## src/rtl/ppu_bg_pixel_fifo.sv

```systemverilog
// Background pixel FIFO: 8-pixel tile-row pushes, single-pixel pops, with fine-X discard after line start.
// Optional palette lookup through bgp when PPU_BG_PALETTE_EN is defined.
module ppu_bg_pixel_fifo #(
  parameter int unsigned DEPTH = 16,
  parameter int unsigned BPP   = 2
) (
  input  logic                       clk,
  input  logic                       rst,
  input  logic                       line_start,
  input  logic [2:0]                 fine_x,
  input  logic [7:0]                 row_lo,
  input  logic [7:0]                 row_hi,
  input  logic                       load_valid,
  output logic                       load_ready,
  input  logic [7:0]                 bgp,
  output logic [BPP-1:0]             px_out,
  output logic                       px_valid,
  input  logic                       px_ready,
  output logic [$clog2(DEPTH+1)-1:0] count
);

  localparam int unsigned PW = $clog2(DEPTH);
  localparam int unsigned CW = $clog2(DEPTH+1);

  localparam logic [0:0] ST_IDLE    = 1'b0;
  localparam logic [0:0] ST_DISCARD = 1'b1;

  logic [BPP-1:0] mem [DEPTH];
  logic [PW-1:0]  rd_ptr, rd_ptr_nxt;
  logic [PW-1:0]  wr_ptr, wr_ptr_nxt;
  logic [CW-1:0]  cnt, cnt_nxt;
  logic [2:0]     disc, disc_nxt;
  logic [0:0]     state, state_nxt;
  logic           push;
  logic           head_adv;
  logic [BPP-1:0] head;

  // load_ready looks only at the registered occupancy, so a same-cycle pop never opens room
  assign load_ready = (cnt <= CW'(DEPTH - 8));
  assign px_valid   = (cnt != '0) && (disc == 3'd0);
  assign count      = cnt;
  assign head       = mem[rd_ptr];

  always_ff @(posedge clk or posedge rst) begin
    if (rst) begin
      state  <= ST_IDLE;
      disc   <= 3'd0;
      cnt    <= '0;
      rd_ptr <= '0;
      wr_ptr <= '0;
    end else begin
      state  <= state_nxt;
      disc   <= disc_nxt;
      cnt    <= cnt_nxt;
      rd_ptr <= rd_ptr_nxt;
      wr_ptr <= wr_ptr_nxt;
    end
  end

  // Next-state: line_start overrides everything; discard drops head pixels before any pop
  always_comb begin
    state_nxt  = state;
    disc_nxt   = disc;
    cnt_nxt    = cnt;
    rd_ptr_nxt = rd_ptr;
    wr_ptr_nxt = wr_ptr;
    push       = 1'b0;
    head_adv   = 1'b0;
    if (line_start) begin
      cnt_nxt    = '0;
      rd_ptr_nxt = '0;
      wr_ptr_nxt = '0;
      disc_nxt   = fine_x;
      state_nxt  = (fine_x != 3'd0) ? ST_DISCARD : ST_IDLE;
    end else begin
      push = load_valid && load_ready;
      case (state)
        ST_DISCARD: begin
          if (disc == 3'd0) begin
            state_nxt = ST_IDLE;
          end else if (cnt != '0) begin
            head_adv = 1'b1;
            disc_nxt = disc - 3'd1;
            if (disc == 3'd1) state_nxt = ST_IDLE;
          end
        end
        default: head_adv = px_valid && px_ready;
      endcase
      // wr_ptr always sits on an 8-entry boundary, so a row never straddles the wrap
      if (push) wr_ptr_nxt = (wr_ptr == PW'(DEPTH - 8)) ? '0 : wr_ptr + PW'(8);
      if (head_adv) rd_ptr_nxt = (rd_ptr == PW'(DEPTH - 1)) ? '0 : rd_ptr + PW'(1);
      cnt_nxt = cnt + (push ? CW'(8) : CW'(0)) - (head_adv ? CW'(1) : CW'(0));
    end
  end

  // Leftmost pixel (bit 7 of each plane) lands at the write pointer
  always_ff @(posedge clk) begin
    if (push) begin
      for (int i = 0; i < 8; i++) begin
        mem[wr_ptr + PW'(i)] <= {row_hi[7-i], row_lo[7-i]};
      end
    end
  end

`ifdef PPU_BG_PALETTE_EN
  always_comb begin
    px_out = '0;
    if (px_valid) px_out = bgp[{head, 1'b0} +: 2];
  end
`else
  logic unused_bgp;
  assign unused_bgp = ^bgp;

  always_comb begin
    px_out = '0;
    if (px_valid) px_out = head;
  end
`endif

endmodule

```

## config.mk

```make
export PLATFORM = sky130hd
export DESIGN_NAME = ppu_bg_pixel_fifo
export DESIGN_NICKNAME = d
export VERILOG_FILES = /design/src/rtl/ppu_bg_pixel_fifo.sv
export SDC_FILE = /design/constraint.sdc
export NUM_CORES = 1
export LEC_CHECK = 0
export CAP_MARGIN = 20
export CORE_UTILIZATION = 30
export CTS_BUF_LIST = sky130_fd_sc_hd__clkbuf_8
export DETAILED_ROUTE_END_ITERATION = 16
export PLACE_DENSITY = 0.47
export SLEW_MARGIN = 20
export SYNTH_ARGS = -nofsm -noshare
export SYNTH_HDL_FRONTEND = slang
export SYNTH_SLANG_ARGS = --single-unit
```

## constraint.sdc

```tcl
create_clock -name clk -period 3.4 [get_ports clk]
set_clock_uncertainty 0.1 [all_clocks]
set_input_delay 0.34 -clock clk [delete_from_list [all_inputs] [get_ports clk]]
set_output_delay 0.34 -clock clk [all_outputs]
set_load 0.02 [all_outputs]
```

==> results of run 1 <==
-- layer usage --
| layer | wire, µm | part of all wire | track usage | vias to the layer above |
|---|---|---|---|---|
| li1 | - | - | - | 789 |
| met1 | 2440 | 0.48 | 0.171 | 774 |
| met3 | 123 | 0.024 | 0.0293 | 4 |
| met5 | 0 | 0 | 0 | - |
| met4 | 53 | 0.010 | 0.0449 | 0 |
| met2 | 2450 | 0.48 | 0.200 | 26 |
-- flip-flops by register name, indices dropped and copies added, names as in the netlist --
register  flops
count         5
disc          3
mem          32
rd_ptr        4
state         1
wr_ptr        1
-- through the flow --
| stage | hold WS [ns] | cell area (µm²) | setup WS, ns | instances |
|---|---|---|---|---|
| after floorplan | 0.129 | 2490 | 0.473 | 197 |
| after global placement | 0.427 | 2940 | 0.551 | 321 |
| after detailed placement | 0.437 | 2940 | 0.518 | 321 |
| after CTS | 0.318 | 3020 | 0.181 | 328 |
| after global routing | 0.363 | 3020 | 0.0971 | 328 |
| final | 0.297 | 3020 | 0.224 | 328 |
-- worst paths after layout --
path	startpoint	to	slack, ns	cells after the start
max in group asynchronous	rst	disc[0]	2.53	2
min in group clk	disc[1]	disc[1]	0.45	2
worst min register to register	disc[1]	disc[1]	0.45	2
worst max register to register	disc[0]	count[4]	0.80	12
worst max-delay path	rd_ptr[2]	px_out[1]	0.22	5
worst min-delay path	rst	disc[2]	0.30	2
-- cells by family after synthesis --
kind of cell	count (synthesis)
compound gates	62
xor+xnor	5
fa+ha+maj	10
buf+inv	30
flops	46
mux	10
simple gates	34
-- cells in the final DEF (no fill, tap or decap), types with 5 or more instances in the layout --
master and n:
sky130_fd_sc_hd__clkdlybuf4s50_1 32, sky130_fd_sc_hd__edfxtp_1 32, sky130_fd_sc_hd__a21o_1 31, sky130_fd_sc_hd__dfrtp_1 14, sky130_fd_sc_hd__inv_1 11, sky130_fd_sc_hd__a21oi_1 10
sky130_fd_sc_hd__ha_1 9, sky130_fd_sc_hd__nor2_1 8, sky130_fd_sc_hd__mux4_2 8, sky130_fd_sc_hd__a211oi_1 8, sky130_fd_sc_hd__buf_4 8, sky130_fd_sc_hd__nor2b_1 6
sky130_fd_sc_hd__clkbuf_8 5
-- where the power goes --
part           switching (mW)  internal (mW)
Sequential             0.0716          0.718
Clock                   0.177          0.138
Combinational           0.489          0.412
Total                   0.738           1.27
-- worst max-delay path: cells and delay by family (launching register included) --
family | cells | cell delay [ns]
muxes | 2 | 1.05
and+or+nand+nor | 1 | 0.16
DFF | 1 | 0.52
buffers and inverters | 2 | 0.70
-- cell type report --
| class | instances | area share |
|---|---|---|
| clock buffers | 5 | 0.0228 |
| clock inverters | 2 | 0.00332 |
| inverters | 11 | 0.0137 |
| multi-input cells | 121 | 0.350 |
| flip-flops and latches | 46 | 0.435 |
| well taps | 102 | 0.0423 |
| repair buffers | 41 | 0.133 |
==> impl_summary.log, run 1 <==
INFO  metric clockBufferDepth = 2
INFO  metric power_leakage = 1.21 nW
INFO  metric die_h = 93.2 µm
INFO  metric htree_num_levels = 2
INFO  metric period_minus_slack = 3.18 ns
INFO  metric worst-path-max-fanout = 6
INFO  metric via_count_of_the_first_global_routing_pass = 1577
INFO  metric area_leader_netlist = sky130_fd_sc_hd__edfxtp_1
INFO  metric cts_sinks = 46
INFO  metric cts_root_buf = sky130_fd_sc_hd__clkbuf_8
INFO  metric number_of_flops_mapped_to_enable_cells_by_yosys = 32
INFO  metric drt_iter0_drc = 65
INFO  metric clock_tree_from_tritoncts = yes
INFO  metric synth-xor-area-share = 0.0176
INFO  metric antenna_cells = 0
INFO  metric drt-vias-per-instance = 4.86
INFO  metric post_synth.cell_area_avg = 12.7 µm²
INFO  metric run_status = completed
INFO  metric crit_path_top_delay_cell = sky130_fd_sc_hd__mux4_1
INFO  metric inserted_clock_buffers = 5
INFO  metric pwr_density_cell = 665 nW/µm²
INFO  metric row_count = 32
INFO  metric layout_worst_path_cycle_share = 0.934
INFO  metric cp-start-kind = register
INFO  metric synth-seq-cells = 46
INFO  metric grt_max_degree = 21
INFO  metric timing.max_slew.rel_slack = 0.546
INFO  metric worst_setup_hold_path_clk_slew = 0.08 ns
INFO  metric synthSimpleGateAreaFrac = 0.0753
INFO  metric synthesis.area = 2490 µm²
INFO  metric grtUsageTotal = 0.127
INFO  metric floorplan.initialDensity = 0.316
INFO  metric yosys.cell_count.top_type = sky130_fd_sc_hd__edfxtp_1
INFO  metric post_synthesis_net_count = 239
INFO  metric ys_seq_area_frac = 0.526
INFO  metric post_synth_num_cell_types = 39
INFO  metric grt_remaining_overflow = 0
INFO  metric synth_top_family_by_area = compound AO/OA/AOI/OAI gates
INFO  metric hold_viol = 0
INFO  metric maxSlewViolCount = 0
INFO  metric hold_crit_class = in -> async
INFO  metric area_growth_syn_to_layout = 21.0%
INFO  metric post-synth-top-area-fraction = 0.386
INFO  metric synth.mux.area_fraction = 0.0934
INFO  metric critical_path_class = reg -> out
INFO  metric grt_antenna_before_repair = 0
INFO  metric yosys_warnings = 0
INFO  metric compound_gate_portion_of_the_synthesized_area = 0.185
INFO  metric design.final.nets = 268
INFO  metric postLayoutCoreUtil = 0.382
INFO  metric finalSetupViolations = 0
INFO  metric unrepaired_setup_endpoints_after_global_routing = false
INFO  metric multi_input_area = 1060 µm²
INFO  metric asyncSetResetFlopFracSynth = 0.304
INFO  metric vdd_ir_drop_max = 0.334 mV
INFO  metric floorplan.io_pins = 41
INFO  metric totalNegativeSetupSlack = 0 ns
INFO  metric fmax = 315 MHz
INFO  metric netlist_top_cells_area = sky130_fd_sc_hd__edfxtp_1, sky130_fd_sc_hd__dfrtp_1, sky130_fd_sc_hd__a21o_1
INFO  metric dominantRegCellSynth = sky130_fd_sc_hd__edfxtp_1
INFO  metric synth_common_cells = sky130_fd_sc_hd__edfxtp_1, sky130_fd_sc_hd__a21o_1, sky130_fd_sc_hd__dfrtp_1
INFO  metric synthesis.instances = 197
INFO  metric core-area = 7890 µm²
INFO  metric postCtsHoldBufs = 0
INFO  metric hpwlAfterDp = 3840 µm
INFO  metric layout-drive-gt1-share = 0.128
INFO  metric critical_path_required = 2.96 ns
INFO  metric filler_cell_count = 748
INFO  metric postCtsSetupRepairBufs = 0
INFO  metric synth-adder-area-share = 0.0532
INFO  metric setup.worst_path.end_class = output port
INFO  metric worst-slew-pin-transition = 0.680 ns
INFO  metric routed_len_inst = 15.5 µm
INFO  metric drt_drc_violations_left = 0
INFO  metric die_width = 93.2 µm
INFO  metric total_power = 2.01 mW
INFO  metric crit_arrival = 2.74 ns
INFO  metric vias = 1593
INFO  metric route.antenna.remaining_nets = 0
INFO  metric cp_cell_sequence = buf_12 -> mux4_1 -> mux4_2 -> and2_1 -> clkdlybuf4s50_1
INFO  metric drt_first_pass_iters = 4
INFO  metric seq_area = 1310 µm²
INFO  metric floorplan.die_area = 8680 µm²
INFO  metric post_cts_resize_count = 0
INFO  metric postRouteWirelength = 5070 µm
INFO  metric place.gp.congestion = 0.730
INFO  metric grt_first_pass_wirelength = 8160 µm
INFO  metric worstSkewPairLatency = 0.29 ns
INFO  metric placement.io_buffers = 32
INFO  metric cap_violations = 0
INFO  metric critical-path-max-stage-delay = 0.57 ns
(Power assumes the default switching activity.)
==> inputs of run 2 (changes only) <==
--- a/config.mk
+++ b/config.mk
@@ -5,9 +5,11 @@
 export SDC_FILE = /design/constraint.sdc
 export NUM_CORES = 1
 export LEC_CHECK = 0
-export CAP_MARGIN = 20
+export ABC_CLOCK_PERIOD_IN_PS = 3400
+export CAP_MARGIN = 15
 export CORE_UTILIZATION = 30
 export CTS_BUF_LIST = sky130_fd_sc_hd__clkbuf_8
+export CTS_CLUSTER_DIAMETER = 200
 export DETAILED_ROUTE_END_ITERATION = 16
 export PLACE_DENSITY = 0.47
 export SLEW_MARGIN = 20
==> results of run 2 <==
Same layout as run 1: the final DEF is identical, and so are final timing and power.
==> inputs of run 3 (changes only) <==
--- a/config.mk
+++ b/config.mk
@@ -7,6 +7,7 @@
 export LEC_CHECK = 0
 export ABC_CLOCK_PERIOD_IN_PS = 3400
 export CAP_MARGIN = 15
+export CORE_ASPECT_RATIO = 1.2
 export CORE_UTILIZATION = 30
 export CTS_BUF_LIST = sky130_fd_sc_hd__clkbuf_8
 export CTS_CLUSTER_DIAMETER = 200
==> run 3 against run 2 <==
Via count up 1.6%. Critical path depth unchanged. Wire length up 0.14%. Register-to-register slack better by 0.05 ns. Hold slack worse by 0.011 ns. Utilization down 0.88 points. Combinational power down 0.7%. Sequential cell count unchanged. Power up 4.6%. Non-clock buffer count unchanged. Clock power up 31%. Critical endpoint unchanged. Largest cell class unchanged. Largest power group unchanged.
==> impl_summary.log, run 3 (synthesized netlist as in run 1, its figures left out) <==
INFO  metric run_status = completed
INFO  metric fin_cells = 322 (-1.8%)
INFO  metric totalNegativeSetupSlack = 0 ns (unchanged)
INFO  metric cp-start-kind = register
INFO  metric row_count = 36 (+13%)
INFO  metric cts_root_buf = sky130_fd_sc_hd__clkbuf_8
INFO  metric top_register = mem
INFO  metric grt_remaining_overflow = 0 (unchanged)
INFO  metric area_growth_syn_to_layout = 21.5%
INFO  metric postRouteWirelength = 5080 µm (+0.14%)
INFO  metric drt-vias-per-instance = 5.02 (+3.5%)
INFO  metric htree_num_levels = 2 (unchanged)
INFO  metric switchingPower = 753 µW (+2.0%)
INFO  metric clock_tree_from_tritoncts = yes
INFO  metric vias = 1618 (+1.6%)
INFO  metric route.antenna.remaining_nets = 0 (unchanged)
INFO  metric placed_cells = 314 (-2.2%)
INFO  metric power_leakage = 1.22 nW (+1.0%)
INFO  metric pwr-share-comb = 0.427 (-0.022)
INFO  metric layout_common_cells = sky130_fd_sc_hd__clkdlybuf4s50_1, sky130_fd_sc_hd__edfxtp_1, sky130_fd_sc_hd__a21o_1, sky130_fd_sc_hd__dfrtp_1, sky130_fd_sc_hd__inv_1
INFO  metric postCtsHoldBufs = 0 (unchanged)
INFO  metric floorplan.die_area = 8680 µm² (about the same)
INFO  metric fmax = 330 MHz (+4.8%)
INFO  metric clockBufferDepth = 2 (unchanged)
INFO  metric cap_violations = 0 (unchanged)
INFO  metric drt_iter0_drc = 68 (+4.6%)
INFO  metric critPathBufInv = 2 (unchanged)
INFO  metric critical_path_class = reg -> out
INFO  metric design.final.nets = 268 (unchanged)
INFO  metric critical-path-max-stage-delay = 0.61 ns (+0.04 ns)
INFO  metric crit_path_top_delay_cell = sky130_fd_sc_hd__mux4_1
INFO  metric detailroute.wirelength.met3 = 167 µm (+36%)
INFO  metric drt_drc_violations_left = 0 (unchanged)
INFO  metric pwr-share-seq = 0.376 (-0.018)
INFO  metric worst-r2r-setup-slack = 0.85 ns (+0.05 ns)
INFO  metric pwr_density_cell = 693 nW/µm² (+4.1%)
INFO  metric uppermost_layer_routed = met4
INFO  metric worst-path-max-fanout = 6 (unchanged)
INFO  metric antenna_cells = 0 (unchanged)
INFO  metric netSwitchingFraction = 0.359 (-0.00889)
INFO  metric routed_len_inst = 15.8 µm (+2.0%)
INFO  metric total_power = 2.10 mW (+4.6%)
INFO  metric drt_first_pass_iters = 4 (unchanged)
INFO  metric met2RoutedLength = 2520 µm (+2.9%)
INFO  metric place.gp.congestion = 0.705 (-3.4%)
INFO  metric cts_sinks = 46 (unchanged)
INFO  metric cp_top_family = multiplexers
INFO  metric worst-slew-pin-transition = 0.631 ns (-0.0481 ns)
INFO  metric hold_viol = 0 (unchanged)
INFO  metric hpwlAfterDp = 3760 µm (-2.3%)
INFO  metric grt_first_pass_wirelength = 8440 µm (+3.5%)
INFO  metric share_clk_of_total_power = 0.197 (+0.040)
INFO  metric largest_register_ff_count = 32 (unchanged)
INFO  metric grtUsageTotal = 0.130 (+0.00249)
INFO  metric layout_worst_path_cycle_share = 0.892 (-0.0424)
INFO  metric core-area = 8110 µm² (+2.8%)
INFO  metric cp_cell_sequence = buf_4 -> mux4_1 -> mux4_2 -> and2_1 -> clkdlybuf4s50_1
INFO  metric intPower = 1.35 mW (+6.0%)
INFO  metric floorplan.io_pins = 41 (unchanged)
INFO  metric grt_antenna_before_repair = 0 (unchanged)
INFO  metric die_width = 85.2 µm (-8.5%)
INFO  metric layout-drive-gt1-share = 0.132 (+0.00384)
INFO  metric post_cts_resize_count = 0 (unchanged)
INFO  metric via_count_of_the_first_global_routing_pass = 1651 (+4.7%)
INFO  metric grt_max_degree = 22 (+4.8%)
INFO  metric period_minus_slack = 3.03 ns (-0.144 ns)
INFO  metric worst_setup_hold_path_clk_slew = 0.09 ns (about the same)
INFO  metric hold_crit_class = in -> async
INFO  metric floorplan.initialDensity = 0.307 (-0.00858)
INFO  metric finalSetupViolations = 0 (unchanged)
INFO  metric setup.worst_path.end_class = output port
INFO  metric timing.max_slew.rel_slack = 0.578 (+0.0321)
INFO  metric maxSlewViolCount = 0 (unchanged)
INFO  metric placement.io_buffers = 32 (unchanged)
INFO  metric postCtsSetupRepairBufs = 0 (unchanged)
INFO  metric die_h = 102 µm (+9.3%)
INFO  metric vdd_ir_drop_max = 0.382 mV (+14%)
INFO  metric drt-met1-wl = 2320 µm (-5.0%)
INFO  metric worstSkewPairLatency = 0.30 ns (about the same)
INFO  metric crit_arrival = 2.59 ns (-0.15 ns)
INFO  metric inserted_clock_buffers = 5 (unchanged)
INFO  metric critical_path_required = 2.96 ns (about the same)
INFO  metric unrepaired_setup_endpoints_after_global_routing = false
==> run 3: cell count changes in the layout (fill, tap and decap cells not counted) <==
cell,change
sky130_fd_sc_hd__bufinv_16,+1
sky130_fd_sc_hd__clkinv_2,-1
sky130_fd_sc_hd__buf_12,-1
sky130_fd_sc_hd__buf_4,+1
sky130_fd_sc_hd__inv_6,+1
==> run 3: final timing paths <==
path,from,endpoint,cells past startpoint
max,rd_ptr[2],px_out[1],5
min,rst,count[1],2
max reg2reg,count[2],count[3],10
min reg2reg,disc[1],disc[1],2
max in group asynchronous,rst,rd_ptr[3],2
min in group clk,disc[1],disc[1],2
==> run 3: worst register-to-register path, delay by kind of cell, from the launching register on <==
family                     cells  cell delay, ns
xor gates and xnor gates       1            0.15
buffers and inverters          2            0.11
and+or+nand+nor                4            0.92
DFF                            1            0.44
adders and majority gates      3            0.72
==> run 3: final cells by class <==
class / count / area (µm²)
repair buffers: 41 / 388
inverters: 11 / 41.3
well taps: 95 / 119
flip-flops and latches: 46 / 1310
fillers: 819 / 5080
clock buffers: 5 / 68.8
multi-input cells: 121 / 1060
clock inverters: 3 / 43.8
==> run 3: power by group through the flow <==
stage | sequential (mW) | clock [mW] | combinational [mW]
global placement | 0.805 | 0 | 0.909
floorplan | 0.824 | 0 | 0.606
finish | 0.790 | 0.413 | 0.895
detailed placement | 0.805 | 0 | 0.908
global route | 0.807 | 0.442 | 1.02
CTS | 0.792 | 0.424 | 0.913
==> run 3: metrics by stage <==
| stage | setup WS, ns | area (µm²) | util | hold slack (ns) |
|---|---|---|---|---|
| finish | 0.368 | 3030 | 0.374 | 0.286 |
| global route | 0.277 | 3030 | 0.374 | 0.359 |
| CTS | 0.344 | 3030 | 0.374 | 0.299 |
| detailed placement | 0.657 | 2920 | 0.360 | 0.425 |
| global placement | 0.643 | 2920 | 0.360 | 0.425 |
| floorplan | 0.473 | 2490 | - | 0.129 |
==> run 3: per-layer routing <==
layer,track usage,up-vias
li1,-,788
met1,0.169,786
met2,0.219,39
met3,0.0242,5
met4,0.0430,0
met5,0,-
